### src/rtl/marquee_scroller.sv
// Scrolling window over a loaded symbol message for a row of 7-seg digits.
// Wrap mode rotates circularly; bounce mode ping-pongs with a dwell at each end.
module marquee_scroller #(
  parameter int unsigned       NUM_DIGITS  = 4,
  parameter int unsigned       MSG_LEN     = 10,
  parameter int unsigned       SYM_W       = 4,
  parameter int unsigned       TICK_DIV    = 50_000_000,
  parameter int unsigned       DWELL_STEPS = 2,
  parameter logic [SYM_W-1:0]  BLANK_SYM   = 4'hF,
  localparam int unsigned      OFF_W       = (MSG_LEN > 1) ? $clog2(MSG_LEN) : 1
) (
  input  logic                        clk,
  input  logic                        rst_n,
  input  logic                        load,
  input  logic [MSG_LEN*SYM_W-1:0]    msg_in,
  input  logic                        en,
  input  logic                        dir,
  input  logic                        bounce,
  output logic [NUM_DIGITS*SYM_W-1:0] digit_sym,
  output logic [OFF_W-1:0]            offset,
  output logic                        step_pulse,
  output logic                        busy
);

  localparam int unsigned PRE_W = (TICK_DIV > 1) ? $clog2(TICK_DIV) : 1;
  localparam int unsigned DW_W  = ($clog2(DWELL_STEPS + 1) > 0) ? $clog2(DWELL_STEPS + 1) : 1;

  localparam logic [OFF_W-1:0] LAST_OFF = OFF_W'(MSG_LEN - 1);
  localparam logic [OFF_W-1:0] MAX_OFF  = OFF_W'(MSG_LEN - NUM_DIGITS);
  localparam logic [PRE_W-1:0] PRE_LAST = PRE_W'(TICK_DIV - 1);

  typedef enum logic [1:0] {EMPTY, RUN, DWELL} state_t;

  state_t                     state;
  logic [MSG_LEN*SYM_W-1:0]   msg;
  logic [PRE_W-1:0]           presc;
  logic [DW_W-1:0]            dwell;
  logic                       bdir;
  logic                       wrap_dir;
  logic                       mode_b;

  logic                       tick;
  logic [OFF_W-1:0]           wrap_next;
  logic [OFF_W-1:0]           b_next;
  logic                       b_end;
  logic [NUM_DIGITS*SYM_W-1:0] win;

  assign tick = en && (state != EMPTY) && (presc == PRE_LAST);
  assign busy = (state != EMPTY);

  always_comb begin
    wrap_next = '0;
    if (wrap_dir)
      wrap_next = (offset == '0) ? LAST_OFF : offset - 1'b1;
    else
      wrap_next = (offset == LAST_OFF) ? '0 : offset + 1'b1;
    b_next = bdir ? offset - 1'b1 : offset + 1'b1;
    b_end  = bdir ? (b_next == '0) : (b_next == MAX_OFF);
  end

  // Window index wraps at most once since offset < MSG_LEN and NUM_DIGITS <= MSG_LEN.
  always_comb begin
    int unsigned idx;
    win = '0;
    for (int unsigned d = 0; d < NUM_DIGITS; d++) begin
      idx = 32'(offset) + d;
      if (idx >= MSG_LEN) idx = idx - MSG_LEN;
      win[d*SYM_W +: SYM_W] = msg[idx*SYM_W +: SYM_W];
    end
  end

  always_ff @(posedge clk) begin
    if (!rst_n) begin
      state      <= EMPTY;
      msg        <= {MSG_LEN{BLANK_SYM}};
      offset     <= '0;
      presc      <= '0;
      dwell      <= '0;
      bdir       <= 1'b0;
      wrap_dir   <= 1'b0;
      mode_b     <= 1'b0;
      digit_sym  <= {NUM_DIGITS{BLANK_SYM}};
      step_pulse <= 1'b0;
    end else begin
      digit_sym  <= win;
      step_pulse <= 1'b0;
      if (load) begin
        msg      <= msg_in;
        offset   <= '0;
        presc    <= '0;
        dwell    <= '0;
        bdir     <= 1'b0;
        wrap_dir <= dir;
        mode_b   <= bounce;
        state    <= RUN;
      end else if ((state != EMPTY) && en) begin
        presc <= (presc == PRE_LAST) ? '0 : presc + 1'b1;
        if (tick) begin
          case (state)
            RUN: begin
              if (!mode_b) begin
                offset     <= wrap_next;
                step_pulse <= (MSG_LEN > 1);
              end else if (MAX_OFF != '0) begin
                offset     <= b_next;
                step_pulse <= 1'b1;
                if (b_end) begin
                  bdir <= ~bdir;
                  if (DWELL_STEPS != 0) begin
                    dwell <= DW_W'(DWELL_STEPS);
                    state <= DWELL;
                  end
                end
              end
            end
            DWELL: begin
              dwell <= dwell - 1'b1;
              if (dwell == DW_W'(1)) state <= RUN;
            end
            default: ;
          endcase
        end
      end
    end
  end

endmodule

### config.mk
export PLATFORM = sky130hd
export DESIGN_NAME = marquee_scroller
export DESIGN_NICKNAME = d
export VERILOG_FILES = /design/src/rtl/marquee_scroller.sv
export SDC_FILE = /design/constraint.sdc
export NUM_CORES = 1
export LEC_CHECK = 0
export ABC_AREA = 1
export BUFFER_PORTS_ARGS = -buffer_cell sky130_fd_sc_hd__buf_2
export CORE_ASPECT_RATIO = 1.2
export CORE_MARGIN = 1.5
export CORE_UTILIZATION = 59
export DETAILED_ROUTE_END_ITERATION = 10
export PLACE_DENSITY = 0.78
export SETUP_SLACK_MARGIN = 0.15
export SYNTH_ARGS = -nofsm -noshare
export SYNTH_HDL_FRONTEND = slang
export SYNTH_SLANG_ARGS = --single-unit
### constraint.sdc
create_clock -name clk -period 3.2 [get_ports clk]
set_clock_uncertainty 0.05 [all_clocks]
set_input_delay 0.32 -clock clk [delete_from_list [all_inputs] [get_ports clk]]
set_output_delay 0.32 -clock clk [all_outputs]
set_load 0.05 [all_outputs]
==> results.py, run 1 <==
metrics = {
    "run_status": {
        "status": "finished clean",
    },
    "clocking": {
        "numCtsBuffers": 9,
        "cts_hold_buf": 0,
        "clockRootBuffer": "clkbuf_16",
        "cts_tree": "yes",
        "clk-insertion-delay-late_ns": 0.36,
        "cts_max_path_buffers": 2,
        "h-tree-depth": 3,
        "path_clk_slew_ns": 0.07,
        "numClockSinks": 94,
        "post-cts-setup-buffers": 0,
        "cts_resized": 0,
    },
    "cells_and_area": {
        "antenna_cells": 0,
        "nNetsFinal": 1041,
        "area_growth_pct": 11.87,
        "drive_above_1_share": 0.1524,
    },
    "synthesis": {
        "synth_area_leaders": "dfxtp_1, nand2_1, nand3_1",
        "synth_cells": 925,
        "synth.top_cell.area_share": 0.3177,
        "synthMuxAreaShare": 0.003380,
        "yosys.area.top_type": "dfxtp_1",
        "synth_top_family_by_area": "simple AND/OR/NAND/NOR gates",
        "synth_cell_types": 45,
        "synth_edf_count": 0,
        "synth_fp_nets": 987,
        "synth_most_common_cell": "nand2_1",
        "synthesis.area_sq_mm": 0.005923,
        "ys_ff_latch": 94,
        "synth_compound_area_frac": 0.1540,
        "yosys_warnings": 0,
        "synthAdderAreaFrac": 0.03380,
        "synth_common_cells": "nand2_1, dfxtp_1, inv_1",
        "syn_area_per_cell_sq_um": 6.403,
        "yosysSeqAreaShare": 0.3177,
        "synth-xor-area-share": 0.02049,
        "async_flop_share": 0,
        "synth_top_flop_cell": "dfxtp_1",
        "synth-simple-area-share": 0.3804,
    },
    "worst_setup_path": {
        "critPathTopFamily": "simple AND/OR/NAND/NOR gates",
        "cp_max_fo": 12,
        "worstPathRequired_ns": 3.38,
        "cpMostUsedCell": "nand2_1",
        "cp_cell_sequence": "inv_1 -> ha_1 -> clkinv_1 -> nand3_2 -> nand2_4 -> nand2_4 -> nand2_1 -> nand2_1 -> nand2_1 -> nand4_1 -> nand3_1 -> nand3_1 -> nand2_1",
        "crit_buf_inv": 2,
        "cp_slowest_cell": "ha_1",
        "end_kind": "flip-flop",
        "cp.arrival_ns": 2.82,
        "cp-start-kind": "flip-flop",
        "path_class": "reg -> reg",
        "max_stage_delay_ns": 0.51,
    },
    "timing": {
        "fin_hold_ws_ns": 0.1201,
        "period_share": 0.8266,
        "max_slew.worst_pin.slew_ns": 0.7353,
        "setup_tns_ns": 0,
        "hold_violations": 0,
        "post-route-min-period_ns": 2.645,
        "setup_viol": 0,
        "rsz0062_at_grt": "false",
        "maxSlewViolCount": 0,
        "relSlewSlack": 0.5068,
        "max_freq_mhz": 378.1,
    },
    "grt": {
        "grt_util_all_layers": 0.3122,
        "grt_pass1_wl_um": 25900,
        "grt_max_degree": 66,
        "gr-total-overflow": 0,
        "grt_antenna_before_repair": 0,
        "grt_pass1_vias": 5510,
    },
    "die": {
        "io_pins": 68,
        "initial_utilization": 0.6131,
        "die_w_um": 94.47,
        "die_h_um": 112.8,
        "coreArea_sq_mm": 0.009662,
        "die_area_sq_mm": 0.01065,
        "rows": 39,
    },
    "placed_design": {
        "gp_congestion": 0.9854,
        "hpwl_um": 12560,
        "portBuffers": 67,
    },
    "detailed_routing": {
        "num_vias": 6128,
        "drc": 0,
        "ant_nets": 0,
        "drtIter0Drc": 538,
        "finalWirelength_um": 16070,
        "routed_wire_length_per_instance_um": 14.52,
        "firstDrtPassIters": 7,
        "via_per_inst": 5.536,
    },
    "run": {
        "cap_violations": 0,
    },
    "power": {
        "power.density_mw_per_mm2": 393.8,
        "ir_worst_vdd_v": 0.0003500,
        "power_w": 0.002610,
        "leakagePower_nw": 3.074,
    },
    "hold_path": {
        "hold_class": "in -> reg",
    },
}
## worst reg2reg max path: stages, from the launching register on
cell and delay (ns):
dfxtp_1 0.33, inv_1 0.16, ha_1 0.52, clkinv_1 0.30
nand3_2 0.19, nand2_4 0.08, nand2_4 0.10, nand2_1 0.07
nand2_1 0.30, nand2_1 0.10, nand4_1 0.11, nand3_1 0.09
nand3_1 0.09, nand2_1 0.06
## kinds of logic (layout without fill, tap and decap cells)
| group | after synthesis | count (layout) |
|---|---|---|
| flip-flops | 94 | 94 |
| XOR/XNOR | 10 | 10 |
| AND/OR/NAND/NOR | 499 | 499 |
| buffers and inverters | 136 | 195 |
| adder cells (fa/ha/maj) | 16 | 16 |
| multiplexers | 2 | 2 |
| AO/OA/AOI/OAI | 168 | 168 |
## through the flow
step	setup slack (ns)	cell area [sq um]	std cells	utilization
after detailed placement	0.6582	6322	1091	0.6544
final	0.5549	6626	1107	0.6858
after floorplan	0.3048	5923	925	-
after global routing	0.3024	6626	1107	0.6858
after CTS	0.6050	6626	1107	0.6858
after global placement	0.7128	6322	1091	0.6544
## layout by cell type, fill, tap and decap left out, types with 2 or more instances in the layout
cell type and count:
xor2_2 2, o211ai_1 8, o21ai_0 86, mux2i_1 2
a21oi_1 52, nand4_1 10, o21ai_1 5, a31oi_1 2
nor3_2 2, ha_1 16, inv_8 2, inv_2 9
buf_4 6, nor4_1 4, o21ai_2 3, xor2_1 4
nand3b_1 2, nor2_4 5, o21a_1 6, clkbuf_16 9
nor3_1 18, inv_1 94, nand2_4 3, xnor2_1 3
buf_2 67, dfxtp_1 93, nor2_1 49, or2_2 2
nand3_2 4, nand3_1 90, clkinv_8 2, nor2_2 6
nand2_2 19, nand2_1 281, clkinvlp_4 2, clkinv_1 3
## registers in the layout, indices dropped and copies added, names as in the netlist, 2 cells and up
signal     cells
msg           40
presc         26
digit_sym     16
offset         4
dwell          2
state          2
## report_power, final
part	internal [W]	leakage [nW]	switching, W
clock	0.000552	0.141	0.000527
sequential	0.00122	0.773	0.0000284
combinational	0.0000917	2.16	0.000193
total	0.00186	3.07	0.000748
## cell type report
cell class,count,area [sq um]
clock buffers,9,225.2
clock inverters,7,78.83
fillers,919,3035
inverters,106,397.9
multi-input cells,695,3507
flip-flops and latches,94,1883
well taps,123,153.9
repair buffers,73,380.4
## layer usage
layer	part of all wire	vias to the layer above	routed length (um)	GRT usage
met3	0.055	45	878	0.04234
met1	0.42	2739	6752	0.3816
met4	0.031	0	493	0.1383
li1	-	3128	-	-
met2	0.49	216	7949	0.5400
met5	0	-	0	0
## path summary, 6_finish.rpt
path | to | depth (start not counted) | slack, ns | from
worst max-delay path | digit_sym[4] | 13 | 0.55 | offset[1]
worst min register to register | dwell[1] | 2 | 0.43 | dwell[1]
worst min-delay path | msg[5] | 3 | 0.12 | msg_in[5]
worst max register to register | digit_sym[4] | 13 | 0.55 | offset[1]
(Power assumes the default switching activity.)
==> run 2: changes to the inputs <==
==> constraint.sdc (replaced) <==
create_clock -name clk -period 2.75 [get_ports clk]
set_clock_uncertainty 0.05 [all_clocks]
set_input_delay 0.275 -clock clk [delete_from_list [all_inputs] [get_ports clk]]
set_output_delay 0.275 -clock clk [all_outputs]
set_load 0.05 [all_outputs]
==> run 2 against run 1 <==
  * Via count grew 0.90%
  * Total power grew 18%
  * First-iteration DRC count shrank 18%
  * Design area grew 1.4%
  * Largest power group unchanged
  * Highest routed layer unchanged
  * Global-route usage grew 0.20 points
  * Cell count grew 0.90%
  * Setup slack lost 0.24 ns
  * Combinational power grew 18%
  * Clock power grew 19%
  * Wire length grew 1.5%
  * Non-clock buffer count grew 10
  * Sequential share of layout area shrank 0.26 points
==> results.py, run 2 (same netlist as run 1, synthesis figures left out) <==
metrics = {
    "placed_design": {
        "portBuffers": 67,
        "hpwl_um": 12570,
        "gp_congestion": 1.007,
    },
    "timing": {
        "rsz0062_at_grt": "true",
        "post-route-min-period_ns": 2.436,
        "max_slew.worst_pin.slew_ns": 0.6044,
        "maxSlewViolCount": 0,
        "relSlewSlack": 0.5947,
        "setup_viol": 0,
        "max_freq_mhz": 410.5,
        "period_share": 0.8859,
        "hold_violations": 0,
        "setup_tns_ns": 0,
    },
    "worst_setup_path": {
        "end_kind": "flip-flop",
        "path_class": "reg -> reg",
        "cp_max_fo": 10,
        "reg2regPathDepth": 13,
        "cp-start-kind": "flip-flop",
        "worstReg2RegEnd": "digit_sym[0]",
        "reg2reg_slack_ns": 0.31,
        "regToRegStartpoint": "offset[1]",
        "worstPathRequired_ns": 2.91,
        "cp.arrival_ns": 2.59,
    },
    "die": {
        "rows": 39,
        "die_h_um": 112.8,
        "die_w_um": 94.47,
        "coreArea_sq_mm": 0.009662,
        "io_pins": 68,
        "initial_utilization": 0.6131,
        "die_area_sq_mm": 0.01065,
    },
    "clocking": {
        "clk-insertion-delay-late_ns": 0.35,
        "path_clk_slew_ns": 0.07,
        "cts_max_path_buffers": 2,
        "numCtsBuffers": 9,
        "cts_hold_buf": 0,
        "clockRootBuffer": "clkbuf_16",
        "numClockSinks": 94,
        "h-tree-depth": 3,
        "cts_tree": "yes",
    },
    "detailed_routing": {
        "via_per_inst": 5.535,
        "drtIter0Drc": 440,
        "routed_wire_length_per_instance_um": 14.60,
        "num_vias": 6183,
        "drc": 0,
        "ant_nets": 0,
        "firstDrtPassIters": 5,
        "finalWirelength_um": 16310,
    },
    "cells_and_area": {
        "largest_reg_flops": 40,
        "utilization": 0.6954,
        "final_cell_mix": "nand2_1, inv_1, nand3_1, dfxtp_1, o21ai_0",
        "antenna_cells": 0,
        "regMostFlops": "msg",
        "area_growth_pct": 13.43,
        "largest_registers": "msg x40, presc x26, digit_sym x16",
        "final_common_cell": "nand2_1",
        "drive_above_1_share": 0.1660,
        "nNetsFinal": 1051,
    },
    "grt": {
        "grt_pass1_wl_um": 26140,
        "grt_pass1_vias": 5627,
        "grt_max_degree": 47,
        "grt_util_all_layers": 0.3142,
        "gr-total-overflow": 0,
        "grt_antenna_before_repair": 0,
    },
    "run": {
        "cap_violations": 0,
    },
    "run_status": {
        "status": "finished clean",
    },
    "hold_path": {
        "hold_class": "in -> reg",
        "min-delay-start": "msg_in[0]",
        "whs_endpoint": "msg[0]",
        "min_delay_path_depth": 3,
    },
    "power": {
        "power.density_mw_per_mm2": 457.7,
        "leakagePower_nw": 3.139,
        "ir_worst_vdd_v": 0.0003937,
    },
}
==> run 2: timing repair <==
item | CTS | global route
buffers inserted | 0 | 5
setup endpoints to repair | 0 | 14
gates resized for setup | 0 | 4
==> run 2: power by group <==
| group | internal (W) | total [W] | switching (W) |
|---|---|---|---|
| Combinational | 0.000109 | 0.000335 | 0.000226 |
| Sequential | 0.00141 | 0.00145 | 0.0000322 |
| Clock | 0.000712 | 0.00129 | 0.000582 |
| Total | 0.00224 | 0.00308 | 0.000840 |
==> run 2: metrics by stage <==
stage	instances	total power [W]	hold WS (ns)	area, sq um	worst slack, ns
after floorplan	925	0.001693	0.3475	5931	0.1873
after global placement	1096	0.001805	0.4030	6366	0.3170
after detailed placement	1096	0.001808	0.4100	6366	0.2726
after CTS	1112	0.003088	0.08141	6675	0.2601
after global routing	1117	0.003180	0.09032	6719	0.1110
final	1117	0.003076	0.08592	6719	0.3139
==> run 2: per-layer routing <==
layer / share of wire / track usage / vias to the layer above / wire [um]
li1: - / - / 3155 / -
met1: 0.41 / 0.3748 / 2776 / 6742
met2: 0.50 / 0.5597 / 220 / 8223
met3: 0.055 / 0.04839 / 32 / 894
met4: 0.028 / 0.1194 / 0 / 450
met5: 0 / 0 / - / 0
==> run 2: worst max-delay path by stage <==
stage | startpoint | endpoint | slack [ns]
after floorplan | offset[1] | digit_sym[6] | 0.19
after global placement | offset[1] | digit_sym[14] | 0.32
after detailed placement | offset[1] | digit_sym[14] | 0.27
after CTS | offset[1] | digit_sym[14] | 0.26
after global routing | offset[1] | digit_sym[14] | 0.11
final | offset[1] | digit_sym[0] | 0.31
==> run 2: layout make-up <==
cell class              instances  area (sq um)
repair buffers                 83         452.9
multi-input cells             695          3510
inverters                     106         401.6
flip-flops and latches         94          1892
clock inverters                 5         45.04
fillers                       920          2943
clock buffers                  11         264.0
well taps                     123         153.9
==> run 2: worst max-delay path, cell delays in order, from the launching register on <==
cell and delay (ns):
dfxtp_4 0.38, clkinvlp_4 0.14, buf_4 0.16, ha_1 0.19
inv_1 0.07, ha_1 0.17, inv_1 0.05, nand2_2 0.14
xor2_4 0.33, inv_2 0.10, o21ai_0 0.14, o21ai_0 0.13
a21oi_1 0.16, o21ai_0 0.09
==> run 3: changes to the inputs <==
==> constraint.sdc (replaced) <==
create_clock -name clk -period 2.3 [get_ports clk]
set_clock_uncertainty 0.05 [all_clocks]
set_input_delay 0.23 -clock clk [delete_from_list [all_inputs] [get_ports clk]]
set_output_delay 0.23 -clock clk [all_outputs]
set_load 0.05 [all_outputs]
==> run 3 against run 2 <==
  * The flow now finishes with violations (negative setup slack)
  * Die area unchanged
  * Wire length increased by 18%
  * Sequential share of layout area decreased by 3.2 points
  * Non-clock buffer count increased by 40
  * Largest power group unchanged
==> results.py, run 3 (same netlist as run 1, synthesis figures left out) <==
metrics = {
    "run_status": {
        "status": "finished with violations",
        "violations": "negative setup slack",
    },
    "cells_and_area": {
        "final_area_sq_mm": 0.007594,
        "antenna_cells": 0,
        "nNetsFinal": 1093,
        "area_growth_pct": 28.20,
        "regMostFlops": "msg",
        "final_common_cell": "nand2_1",
        "drive_above_1_share": 0.2683,
        "largest_reg_flops": 40,
        "largest_registers": "msg x40, presc x26, digit_sym x16",
        "final_cell_mix": "nand2_1, dfxtp_1, inv_1",
    },
    "power": {
        "intPower_w": 0.002621,
        "clock_power_share": 0.415,
        "leakagePower_nw": 3.495,
        "comb_power_share": 0.113,
        "power.density_mw_per_mm2": 483.2,
        "p_switching_w": 0.001047,
        "power_w": 0.003669,
        "ir_worst_vdd_v": 0.0004632,
        "seqPwrFrac": 0.472,
        "switching_share": 0.2855,
    },
    "grt": {
        "gr-total-overflow": 0,
        "grt_pass1_wl_um": 28310,
        "grt_util_all_layers": 0.3393,
        "grt_antenna_before_repair": 0,
        "grt_pass1_vias": 5950,
        "grt_max_degree": 68,
    },
    "die": {
        "die_area_sq_mm": 0.01065,
        "die_h_um": 112.8,
        "io_pins": 68,
        "coreArea_sq_mm": 0.009662,
        "die_w_um": 94.47,
        "initial_utilization": 0.6131,
        "rows": 39,
    },
    "worst_setup_path": {
        "reg2regPathDepth": 17,
        "cp_max_fo": 7,
        "worstPathRequired_ns": 2.47,
        "cp.arrival_ns": 2.56,
        "cp-startpoint": "offset[1]",
        "cp-start-kind": "flip-flop",
        "worstReg2RegEnd": "digit_sym[13]",
        "regToRegStartpoint": "offset[1]",
        "reg2reg_slack_ns": -0.09,
        "crit_path_end": "digit_sym[13]",
        "end_kind": "flip-flop",
        "path_class": "reg -> reg",
    },
    "timing": {
        "relSlewSlack": 0.5530,
        "post-route-min-period_ns": 2.390,
        "max_slew.worst_pin.slew_ns": 0.6635,
        "setup_viol": 11,
        "hold_violations": 0,
        "fin_ws_ns": -0.09027,
        "max_freq_mhz": 418.4,
        "maxSlewViolCount": 0,
        "period_share": 1.039,
        "rsz0062_at_grt": "true",
    },
    "hold_path": {
        "hold_class": "in -> reg",
    },
    "run": {
        "cap_violations": 0,
    },
    "detailed_routing": {
        "ant_nets": 0,
        "num_vias": 6689,
        "via_per_inst": 5.771,
        "drtIter0Drc": 664,
        "routed_wire_length_per_instance_um": 16.68,
        "firstDrtPassIters": 8,
        "drc": 0,
        "finalWirelength_um": 19330,
    },
    "clocking": {
        "numCtsBuffers": 9,
        "cts_tree": "yes",
        "path_clk_slew_ns": 0.08,
        "h-tree-depth": 3,
        "clk-insertion-delay-late_ns": 0.35,
        "clockRootBuffer": "clkbuf_16",
        "numClockSinks": 94,
        "cts_max_path_buffers": 2,
    },
    "placed_design": {
        "hpwl_um": 12840,
        "gp_congestion": 0.9314,
        "place_area_sq_mm": 0.006430,
        "portBuffers": 67,
        "dp_slack_ns": 0.02664,
    },
}
run 3: layout make-up:
type                    count  area, sq um
fillers                   671         2068
repair buffers            123        785.8
clock inverters             6        61.31
well taps                 123        153.9
flip-flops and latches     94         1894
inverters                 106        414.1
clock buffers              10        239.0
multi-input cells         697         4045
run 3: layer usage:
metal	part of all wire	routed length, um	vias up	global-route usage
li1	-	-	3241	-
met1	0.40	7695	3044	0.4125
met2	0.49	9475	329	0.5914
met3	0.066	1276	75	0.05712
met4	0.045	878	0	0.1303
met5	0	0	-	0
run 3: what timing repair did:
item                                    CTS  global route
resized for setup                        64            76
pin swaps                                24            43
cloned                                    1             1
buffers inserted                         15            24
endpoints found under the hold margin     0             0
endpoints found under the setup margin   16            40
hold buffers                              0             0
run 3: through the flow:
step                utilization  cells  setup TNS [ns]  hold WS [ns]
finish                   0.7859   1159         -0.6032       0.03326
global route             0.7859   1159          -2.243       0.03821
CTS                      0.7379   1134               0       0.03441
detailed placement       0.6655   1102               0        0.3961
global placement         0.6655   1102               0        0.3901
floorplan                     -    925        -0.01539        0.3025
run 3: how the worst min path moves through the flow:
stage	start	to	slack, ns	depth (start not counted)
after global placement	msg_in[0]	msg[0]	0.39	3
final	msg_in[32]	msg[32]	0.03	3
after floorplan	msg_in[0]	msg[0]	0.30	2
after global routing	msg_in[32]	msg[32]	0.04	3
after CTS	msg_in[32]	msg[32]	0.03	3
after detailed placement	msg_in[30]	msg[30]	0.40	3
run 3: worst max-delay path, cell delays in order, from the launching register on:
cell and delay, ns:
dfxtp_4 0.39, clkinvlp_4 0.20, buf_6 0.18, ha_4 0.30, buf_6 0.12, ha_4 0.12
inv_2 0.04, nand2_1 0.09, nand2_1 0.09, inv_2 0.11, nand2_4 0.08, buf_6 0.13
nand2_2 0.05, nand2_2 0.06, nand3_2 0.06, nand3_2 0.06, nand2_1 0.06, nand2_1 0.05
run 3: power by group through the flow:
stage,combinational [W],clock (W),sequential (W)
after floorplan,0.000222,0,0.00180
after global placement,0.000390,0,0.00177
after detailed placement,0.000396,0,0.00177
after CTS,0.000399,0.00152,0.00173
after global routing,0.000459,0.00159,0.00174
final,0.000416,0.00152,0.00173
